### src/rtl/addsub_iter_pkg.sv
// Shared types and constants for the digit-serial add/subtract unit.
// Optional saturation is selected by ADDSUB_ITER_SATURATE_EN in addsub_iter.sv.
package addsub_iter_pkg;

    typedef enum logic [1:0] {IDLE, RUN, DONE} state_e;

    localparam logic MODE_ADD = 1'b0;
    localparam logic MODE_SUB = 1'b1;

    localparam int unsigned LIMIT_W = 64;

    // Signed limit of a 'width'-bit word: 0111..1 when neg == 0, 1000..0 when neg == 1.
    function automatic logic [LIMIT_W-1:0] signed_limit(input int unsigned width, input logic neg);
        logic [LIMIT_W-1:0] r;
        r = '0;
        for (int unsigned i = 0; i < LIMIT_W; i++) begin
            if (i + 1 < width) begin
                r[i] = ~neg;
            end else if (i + 1 == width) begin
                r[i] = neg;
            end
        end
        return r;
    endfunction

endpackage

### src/rtl/addsub_iter_if.sv
// Operand/result handshake bundle for addsub_iter.
interface addsub_iter_if #(
    parameter int unsigned WIDTH = 16
);
    logic             in_valid;
    logic             in_ready;
    logic [WIDTH-1:0] a;
    logic [WIDTH-1:0] b;
    logic             m;
    logic             out_valid;
    logic             out_ready;
    logic [WIDTH-1:0] s;
    logic             c;
    logic             v;
    logic             z;

    modport master (
        output in_valid, a, b, m, out_ready,
        input  in_ready, out_valid, s, c, v, z
    );

    modport slave (
        input  in_valid, a, b, m, out_ready,
        output in_ready, out_valid, s, c, v, z
    );
endinterface

### src/rtl/addsub_digit.sv
// Combinational DIGIT-bit adder slice; also exposes the carry into its top bit
// so the caller can form two's-complement overflow on the final digit.
module addsub_digit #(
    parameter int unsigned DIGIT = 4
) (
    input  logic [DIGIT-1:0] x,
    input  logic [DIGIT-1:0] y,
    input  logic             cin,
    output logic [DIGIT-1:0] sum,
    output logic             cout,
    output logic             c_msb_in
);

    if (DIGIT == 1) begin : g_bit
        assign c_msb_in = cin;
        assign sum      = x ^ y ^ cin;
    end else begin : g_wide
        // Top bit holds the carry out of the lower DIGIT-1 bits.
        logic [DIGIT-1:0] low;
        assign low      = {1'b0, x[DIGIT-2:0]} + {1'b0, y[DIGIT-2:0]} + {{(DIGIT-1){1'b0}}, cin};
        assign c_msb_in = low[DIGIT-1];
        assign sum      = {x[DIGIT-1] ^ y[DIGIT-1] ^ low[DIGIT-1], low[DIGIT-2:0]};
    end

    assign cout = (x[DIGIT-1] & y[DIGIT-1]) | (c_msb_in & (x[DIGIT-1] ^ y[DIGIT-1]));

endmodule

### src/rtl/addsub_iter.sv
// Multi-cycle add/subtract, DIGIT bits per clock, LSB digit first, with handshakes.
// Define ADDSUB_ITER_SATURATE_EN to clamp overflowing results to the signed limit.
module addsub_iter
    import addsub_iter_pkg::*;
#(
    parameter int unsigned WIDTH = 16,
    parameter int unsigned DIGIT = 4
) (
    input  logic         clk,
    input  logic         rst_n,
    addsub_iter_if.slave bus
);

    if (WIDTH < 2 || DIGIT == 0 || (WIDTH % DIGIT) != 0) begin : g_param_check
        $error("addsub_iter: WIDTH must be >= 2 and a multiple of DIGIT");
    end

    localparam int unsigned NDIG  = WIDTH / DIGIT;
    localparam int unsigned CNT_W = (NDIG > 1) ? $clog2(NDIG) : 1;
    localparam logic [CNT_W-1:0] LAST = CNT_W'(NDIG - 1);

    state_e           state_q, state_d;
    logic [CNT_W-1:0] cnt_q, cnt_d;
    logic [WIDTH-1:0] a_q, a_d;
    logic [WIDTH-1:0] b_q, b_d;
    logic [WIDTH-1:0] res_q, res_d;
    logic             carry_q, carry_d;
    logic             in_ready_q, in_ready_d;
    logic             out_valid_q, out_valid_d;
    logic [WIDTH-1:0] s_q, s_d;
    logic             c_q, c_d;
    logic             v_q, v_d;
    logic             z_q, z_d;

    logic [DIGIT-1:0]       dsum;
    logic                   dcout;
    logic                   dmsb;
    logic [WIDTH+DIGIT-1:0] res_shift;
    logic [WIDTH-1:0]       res_next;
    logic [WIDTH-1:0]       s_fin;
`ifdef ADDSUB_ITER_SATURATE_EN
    logic [LIMIT_W-1:0]     lim;
`endif

    addsub_digit #(.DIGIT(DIGIT)) u_digit (
        .x        (a_q[DIGIT-1:0]),
        .y        (b_q[DIGIT-1:0]),
        .cin      (carry_q),
        .sum      (dsum),
        .cout     (dcout),
        .c_msb_in (dmsb)
    );

    // Result fills from the top so it is aligned once all NDIG digits are in.
    assign res_shift = {dsum, res_q};
    assign res_next  = res_shift[WIDTH+DIGIT-1:DIGIT];

    always_comb begin
`ifdef ADDSUB_ITER_SATURATE_EN
        // On the final digit a_q[DIGIT-1] is still the latched MSB of operand a.
        lim   = signed_limit(WIDTH, a_q[DIGIT-1]);
        s_fin = (dmsb ^ dcout) ? lim[WIDTH-1:0] : res_next;
`else
        s_fin = res_next;
`endif
    end

    always_comb begin
        state_d     = state_q;
        cnt_d       = cnt_q;
        a_d         = a_q;
        b_d         = b_q;
        res_d       = res_q;
        carry_d     = carry_q;
        in_ready_d  = in_ready_q;
        out_valid_d = out_valid_q;
        s_d         = s_q;
        c_d         = c_q;
        v_d         = v_q;
        z_d         = z_q;
        case (state_q)
            IDLE: begin
                in_ready_d  = 1'b1;
                out_valid_d = 1'b0;
                if (bus.in_valid && in_ready_q) begin
                    a_d        = bus.a;
                    b_d        = bus.b ^ {WIDTH{bus.m == MODE_SUB}};
                    carry_d    = (bus.m == MODE_SUB);
                    cnt_d      = '0;
                    in_ready_d = 1'b0;
                    state_d    = RUN;
                end
            end
            RUN: begin
                a_d     = a_q >> DIGIT;
                b_d     = b_q >> DIGIT;
                res_d   = res_next;
                carry_d = dcout;
                cnt_d   = cnt_q + 1'b1;
                if (cnt_q == LAST) begin
                    s_d         = s_fin;
                    c_d         = dcout;
                    v_d         = dmsb ^ dcout;
                    z_d         = (s_fin == '0);
                    out_valid_d = 1'b1;
                    state_d     = DONE;
                end
            end
            DONE: begin
                if (bus.out_ready) begin
                    out_valid_d = 1'b0;
                    in_ready_d  = 1'b1;
                    state_d     = IDLE;
                end
            end
            default: begin
                state_d = IDLE;
            end
        endcase
    end

    always_ff @(posedge clk or negedge rst_n) begin
        if (!rst_n) begin
            state_q     <= IDLE;
            cnt_q       <= '0;
            a_q         <= '0;
            b_q         <= '0;
            res_q       <= '0;
            carry_q     <= 1'b0;
            in_ready_q  <= 1'b1;
            out_valid_q <= 1'b0;
            s_q         <= '0;
            c_q         <= 1'b0;
            v_q         <= 1'b0;
            z_q         <= 1'b0;
        end else begin
            state_q     <= state_d;
            cnt_q       <= cnt_d;
            a_q         <= a_d;
            b_q         <= b_d;
            res_q       <= res_d;
            carry_q     <= carry_d;
            in_ready_q  <= in_ready_d;
            out_valid_q <= out_valid_d;
            s_q         <= s_d;
            c_q         <= c_d;
            v_q         <= v_d;
            z_q         <= z_d;
        end
    end

    assign bus.in_ready  = in_ready_q;
    assign bus.out_valid = out_valid_q;
    assign bus.s         = s_q;
    assign bus.c         = c_q;
    assign bus.v         = v_q;
    assign bus.z         = z_q;

endmodule

### src/flat_wrapper.sv
// flat-port wrapper written by rule: the top's interface ports become plain ports
module addsub_iter_flat import addsub_iter_pkg::*;
#(
    parameter int unsigned WIDTH = 16,
    parameter int unsigned DIGIT = 4
)
  (clk, rst_n, bus_in_valid, bus_a, bus_b, bus_m, bus_out_ready, bus_in_ready, bus_out_valid, bus_s, bus_c, bus_v, bus_z);
  addsub_iter_if #(.WIDTH(WIDTH)) bus_i ();
  input  logic clk;
  input  logic rst_n;
  input wire logic [$bits(bus_i.in_valid)-1:0] bus_in_valid;
  input wire logic [$bits(bus_i.a)-1:0] bus_a;
  input wire logic [$bits(bus_i.b)-1:0] bus_b;
  input wire logic [$bits(bus_i.m)-1:0] bus_m;
  input wire logic [$bits(bus_i.out_ready)-1:0] bus_out_ready;
  output wire logic [$bits(bus_i.in_ready)-1:0] bus_in_ready;
  output wire logic [$bits(bus_i.out_valid)-1:0] bus_out_valid;
  output wire logic [$bits(bus_i.s)-1:0] bus_s;
  output wire logic [$bits(bus_i.c)-1:0] bus_c;
  output wire logic [$bits(bus_i.v)-1:0] bus_v;
  output wire logic [$bits(bus_i.z)-1:0] bus_z;
  assign bus_i.in_valid = bus_in_valid;
  assign bus_i.a = bus_a;
  assign bus_i.b = bus_b;
  assign bus_i.m = bus_m;
  assign bus_i.out_ready = bus_out_ready;
  assign bus_in_ready = bus_i.in_ready;
  assign bus_out_valid = bus_i.out_valid;
  assign bus_s = bus_i.s;
  assign bus_c = bus_i.c;
  assign bus_v = bus_i.v;
  assign bus_z = bus_i.z;
  addsub_iter #(.WIDTH(WIDTH), .DIGIT(DIGIT)) u_core (.clk(clk), .rst_n(rst_n), .bus(bus_i));
endmodule
### config.mk
export PLATFORM = sky130hd
export DESIGN_NAME = addsub_iter_flat
export DESIGN_NICKNAME = d
export VERILOG_FILES = /design/src/rtl/addsub_iter_pkg.sv /design/src/rtl/addsub_iter_if.sv /design/src/rtl/addsub_digit.sv /design/src/rtl/addsub_iter.sv /design/src/flat_wrapper.sv
export SDC_FILE = /design/constraint.sdc
export NUM_CORES = 1
export LEC_CHECK = 0
export BUFFER_PORTS_ARGS = -buffer_cell sky130_fd_sc_hd__buf_2
export CAP_MARGIN = 20
export CORE_MARGIN = 4
export CORE_UTILIZATION = 54
export CTS_CLUSTER_DIAMETER = 40
export DETAILED_ROUTE_END_ITERATION = 12
export PLACE_DENSITY = 0.78
export SYNTH_ARGS = -nofsm -noshare
export SYNTH_HDL_FRONTEND = slang
export SYNTH_SLANG_ARGS = --single-unit
### constraint.sdc
create_clock -name clk -period 2.8 [get_ports clk]
set_input_delay 0.42 -clock clk [delete_from_list [all_inputs] [get_ports clk]]
set_output_delay 0.42 -clock clk [all_outputs]
set_load 0.01 [all_outputs]
== Word level (Yosys, flattened, before mapping) ==
Index checks and enable logic that the tools add are counted.
Storage, ports and cells
  output and inout bits: 21
  memory bits (writable): 0
  word-level logic and storage cells: 57
  flip-flop bits (word level): 74
  bits in read-only memories: 0
  input port bits: 37
  bits in latches: 0
  memories: 0
Cells by class
  reduce and logical (&&, ||, !) cells: 11
  equality and inequality tests: 6
  $add $sub $neg: 3
  shifts and indexed selects: 0
  div/mod/pow operators: 0
  multiplexer cells: 18
  $mul: 0
  order comparisons: 0
  bitwise logic cells: 7
Operators by type and width (count)
  case mux 16 bit (2 select lines): 2
  2-to-1 mux 16 bit: 2
  zero test 16 bit: 1
  bitwise XOR 16 bit: 1
  2-to-1 mux 2 bit: 4
  case mux 2 bit (3 select lines): 1
  AND reduction 2 bit: 3
  AND reduction 3 bit: 2
  2-to-1 mux 1 bit: 5
  adder 3 x 3 -> 4 bit: 1
  adder 4 x 1 -> 4 bit: 1
  equality test 2 bit, second input constant: 2
  != test 2 x 1 -> 1 bit, second input constant: 2
  case mux 1 bit (2 select lines): 2
  case mux 2 bit (2 select lines): 1
  nonzero test 2 bit: 2
  case mux 1 bit (3 select lines): 1
  nonzero test 3 bit: 1
  bitwise XOR 1 bit: 3
  adder 2 x 1 -> 2 bit, second input constant: 1
  AND 1 bit: 2
  equality test 2 x 1 -> 1 bit, second input constant: 1
  zero test 2 bit: 1
  != test 2 bit, second input constant: 1
  other kinds (2): 2

== Longest topological paths before layout ==
  word-level depth: 5
  depth in mapped cells: 7
  mapped depth without buffers: 7

== Hierarchy ==
From an unflattened synthesis, not the netlist that was laid out.
Unflattened totals
  cells, all modules: 276
  area total of the unflattened synthesis: 3088.0 sq um
By module, submodules not included
  addsub_iter: cells an instance 260, times used 1, area each 2954.1 sq um, sequential area each 1752.9 sq um
  addsub_digit: cells an instance 16, times used 1, area each 133.9 sq um, sequential area each 0.0 sq um

== Worst setup path after synthesis ==
OpenSTA, ideal clock, no wires.
  kind: reg-to-reg
  start: register u_core.carry_q
  end: register u_core.z_q (netlist: u_core.bus.z)
  period minus slack after synthesis: 2005 ps
  path slack: 795 ps
  stages on the path, launching flop included: 8
  required time: 2674 ps
  setup time: 126 ps
  buffers on the path: 0
  arrival time: 1879 ps
  cells stage by stage: dfrtp_1 -> fa_1 -> and3_1 -> nor2_1 -> fa_1 -> and3b_1 -> nand4b_1 -> o21ai_0
On the way
  cells in the longest elaborated chain, start to end: 3
Ends and longest elaborated chain
  start: declaration: RTL line addsub_iter.sv:27  | logic carry_q, carry_d;
  start signal: assignment: RTL line addsub_iter.sv:142  | carry_q <= carry_d;
  adder 4 x 1 -> 4 bit (*): RTL line addsub_digit.sv:20  | assign low = {1'b0, x[DIGIT-2:0]} + {1'b0, y[DIGIT-2:0]} + {{(DIGIT-1){1'b0}}, cin};
  bitwise XOR 1 bit: RTL line addsub_digit.sv:22  | assign sum = {x[DIGIT-1] ^ y[DIGIT-1] ^ low[DIGIT-1], low[DIGIT-2:0]};
  zero test 16 bit (*): RTL line addsub_iter.sv:104  | z_d = (s_fin == '0);
  end signal: assignment: RTL line addsub_iter.sv:148  | z_q <= z_d;
  end: declaration: RTL line addsub_iter.sv:33  | logic z_q, z_d;
Every way passes the cells marked *; elsewhere a longest branch is shown, timed or not.
A chain may end at the register's enable or synchronous reset.

== Worst setup path after layout ==
Ends and elaborated chain as after synthesis.

==> impl_results.md <==
* Status: finished clean
* CTS sink count at 70
* Setup TNS at 0 ps
* RSZ-0062 raised after global routing: no
* IO Port Bufs at 57
* Slowest cell on the critical path: fa_1
* Core Area at 5510 µm²
* Leakage at 1.80 nW
* Fin. max-slew vios at 0
* Worst skew pair latency at 340 ps
* Placed standard-cell area at 3410 µm²
* All-Layer GR Usage at 18.9%
* Worst Hold Class: primary input to asynchronous set/reset pin
* Crit path time final at 2120 ps
* Slew HR at 43.3%
* VDD IR-drop max at 0.456 mV
* Post-CTS Hold Buffers at 0
* Clock tree buffer depth at 2
* Mapped Area at 3080 µm²
* Layout net count at 375
* Synth Flop Type: dfrtp_1
* DP Worst Slack at 700 ps
* Detailed placer's ending HPWL at 4420 µm
* Most used cell, CP: fa_1
* Mapped Nets at 317
* Final Cycle Share at 75.7%
* PwrDens at 1160 nW/µm²
* Post_cts resized at 0
* Final ANT Viol Nets at 0
* WL final at 6150 µm
* Die area at 6970 µm²
* DRC viols at 0
* Critical Setup Path Class: flop to flop
* Drt first pass iters at 4
* Cell row count at 27
* Synthesized flop and latch total at 70
* Warnings, synthesis at 0
* FMAX at 0.472 GHz
* Max Cap Viol at 0
* Post-synthesis sequential area ratio at 56.9%
* Worst Path Required at 3010 ps
* Vias per cell at 5.45
* CP cell instances: fa_1 -> and3_1 -> nor2_1 -> fa_1 -> and3b_1 -> nand4b_1 -> o21ai_0
* CTS Buf Count at 9
* Critical Path AT at 2330 ps
* Placed cell count at 393
* Starting density of the core at 55.9%
* Clock Skew at 6.52 ps
* Yosys cell types at 36
* Syn avg cell area at 11.2 µm²
* Routed vias at 2223
* Crit path launch type: flop
* Final worst setup slack at 680 ps
* Crit-path max cell delay at 450 ps
* Hold Vio Cnt, Final at 0
* Area Overhead vs Synth at 16.5%
* Die X at 83.5 µm
* Root buffer cell: clkbuf_8
* Design area at 3590 µm²
* # IOs at 58
* Layout Cells excl Fill at 408
* Post-synth EDFFs at 0
* GRT overflow at 0
* Share of cells above drive strength 1 at 28.9%
* Least-Margin Pin Slew at 851 ps
* Die height at 83.5 µm
* Htree depth at 3
* ANT cells at 0
* Post-CTS Setup Bufs at 0
* Final setup vio count at 0
* Crit Path Max Fanout at 3
* CTS tree: built
* Largest net degree at the start of global routing at 29
* Global-route wire length before repair at 10500 µm
* WL/cell at 15.1 µm
* Async set-or-reset flop fraction in the synthesized netlist at 100%
* Initial antenna violation count at 0
* Routability congestion estimate at 0.841
* Vias in the first global route at 2289
* First DRT Iteration DRCs at 87
* Cells after Synth at 274
* Clock slew seen by the registers of the worst setup and hold paths at 70 ps
* Crit end category: flop
## per-stage QoR
stage / hold slack [ps] / util [%] / power, mW
3_3_place_gp: 412 / 62.0 / 3.39
2_1_floorplan: 124 / - / 2.97
5_1_grt: 56.2 / 65.1 / 4.50
3_5_place_dp: 415 / 62.0 / 3.48
6_report: 31.6 / 65.1 / 4.16
4_1_cts: 40.4 / 65.1 / 4.21
## per-layer routing
layer | wire [µm] | GRT usage, % | vias up
met4 | 115 | 9.21 | 0
li1 | - | - | 1068
met5 | 0 | 0 | -
met3 | 365 | 4.64 | 11
met1 | 2710 | 23.5 | 1081
met2 | 2960 | 31.0 | 63
## flip-flops by register name, summed over array words and instances, names as in the netlist
name,flops
u_core.bus.out_valid,1
u_core.bus.c,1
u_core.bus.s,16
u_core.cnt_q,2
u_core.bus.v,1
u_core.bus.in_ready,1
u_core.res_q,12
u_core.a_q,16
u_core.state_q,2
u_core.b_q,16
u_core.carry_q,1
u_core.bus.z,1
## layout make-up
type	count	area, µm²
clock buffer	11	151
clock inverter	4	22.5
fill	434	1920
inverter	15	56.3
multi-input combinational	171	1170
sequential	70	1750
tap	72	90.1
timing repair buffer	65	345
## cell usage after synthesis, types with 5 or more instances
library cell / instances / area share [%]
a21oi_1: 12 / 2.0
a221o_1: 13 / 4.2
a22o_1: 9 / 2.6
buf_2: 7 / 1.1
clkbuf_1: 6 / 0.73
dfrtp_1: 69 / 56
inv_1: 15 / 1.8
mux2_2: 13 / 4.8
nand2_1: 40 / 4.9
nor2_1: 15 / 1.8
o21ai_0: 13 / 2.1
o22ai_1: 12 / 2.4
xnor2_1: 12 / 3.4
xor2_1: 5 / 1.4
## cell usage in the layout (no fill, tap or decap), types with 5 or more instances in the layout
cell type / netlist / routed
o21ai_0: 13 / 13
xnor2_1: 12 / 12
buf_4: 3 / 8
a21oi_1: 12 / 12
mux2_2: 13 / 13
xor2_1: 5 / 5
nand2_1: 40 / 40
clkbuf_8: 0 / 11
dfrtp_1: 69 / 69
nor2_1: 15 / 15
inv_1: 15 / 15
o22ai_1: 12 / 12
buf_2: 7 / 57
a22o_1: 9 / 9
a221o_1: 13 / 13
## critical path: cells and delay by family (launching register included)
kind,cells,cell delay [ps]
AND/OR/NAND/NOR,4,620
AO/OA/AOI/OAI,1,80
adder cells (fa/ha/maj),2,880
flip-flops,1,400
## cells by family after synthesis
family	after synthesis	share of synthesized area, %
AND/OR/NAND/NOR	72	10.8
flip-flops	70	56.9
AO/OA/AOI/OAI	63	14.3
buffers and inverters	33	5.16
XOR/XNOR	17	4.84
multiplexers	13	4.75
adder cells (fa/ha/maj)	6	3.17
## final timing paths
check	start	to	slack (ps)	cells after the start
max	u_core.carry_q$_DFFE_PN0P_	u_core.bus.z$_DFFE_PN0P_	680	7
min	rst_n	u_core.bus.s[2]$_DFFE_PN0P_	30	1
max reg2reg	u_core.carry_q$_DFFE_PN0P_	u_core.bus.z$_DFFE_PN0P_	680	7
min reg2reg	u_core.bus.s[15]$_DFFE_PN0P_	u_core.bus.s[15]$_DFFE_PN0P_	490	2
max in group asynchronous	rst_n	u_core.bus.z$_DFFE_PN0P_	2030	2
min in group clk	bus_a[13]	u_core.a_q[13]$_DFFE_PN0P_	290	2
## report_power, final
group          internal (mW)  switching [mW]  total (mW)  leakage (nW)
sequential              1.47           0.308        1.78         0.879
combinational          0.753           0.912        1.67         0.831
clock                  0.360           0.363       0.723        0.0910
total                   2.58            1.58        4.16          1.80
(Power assumes the default switching activity.)
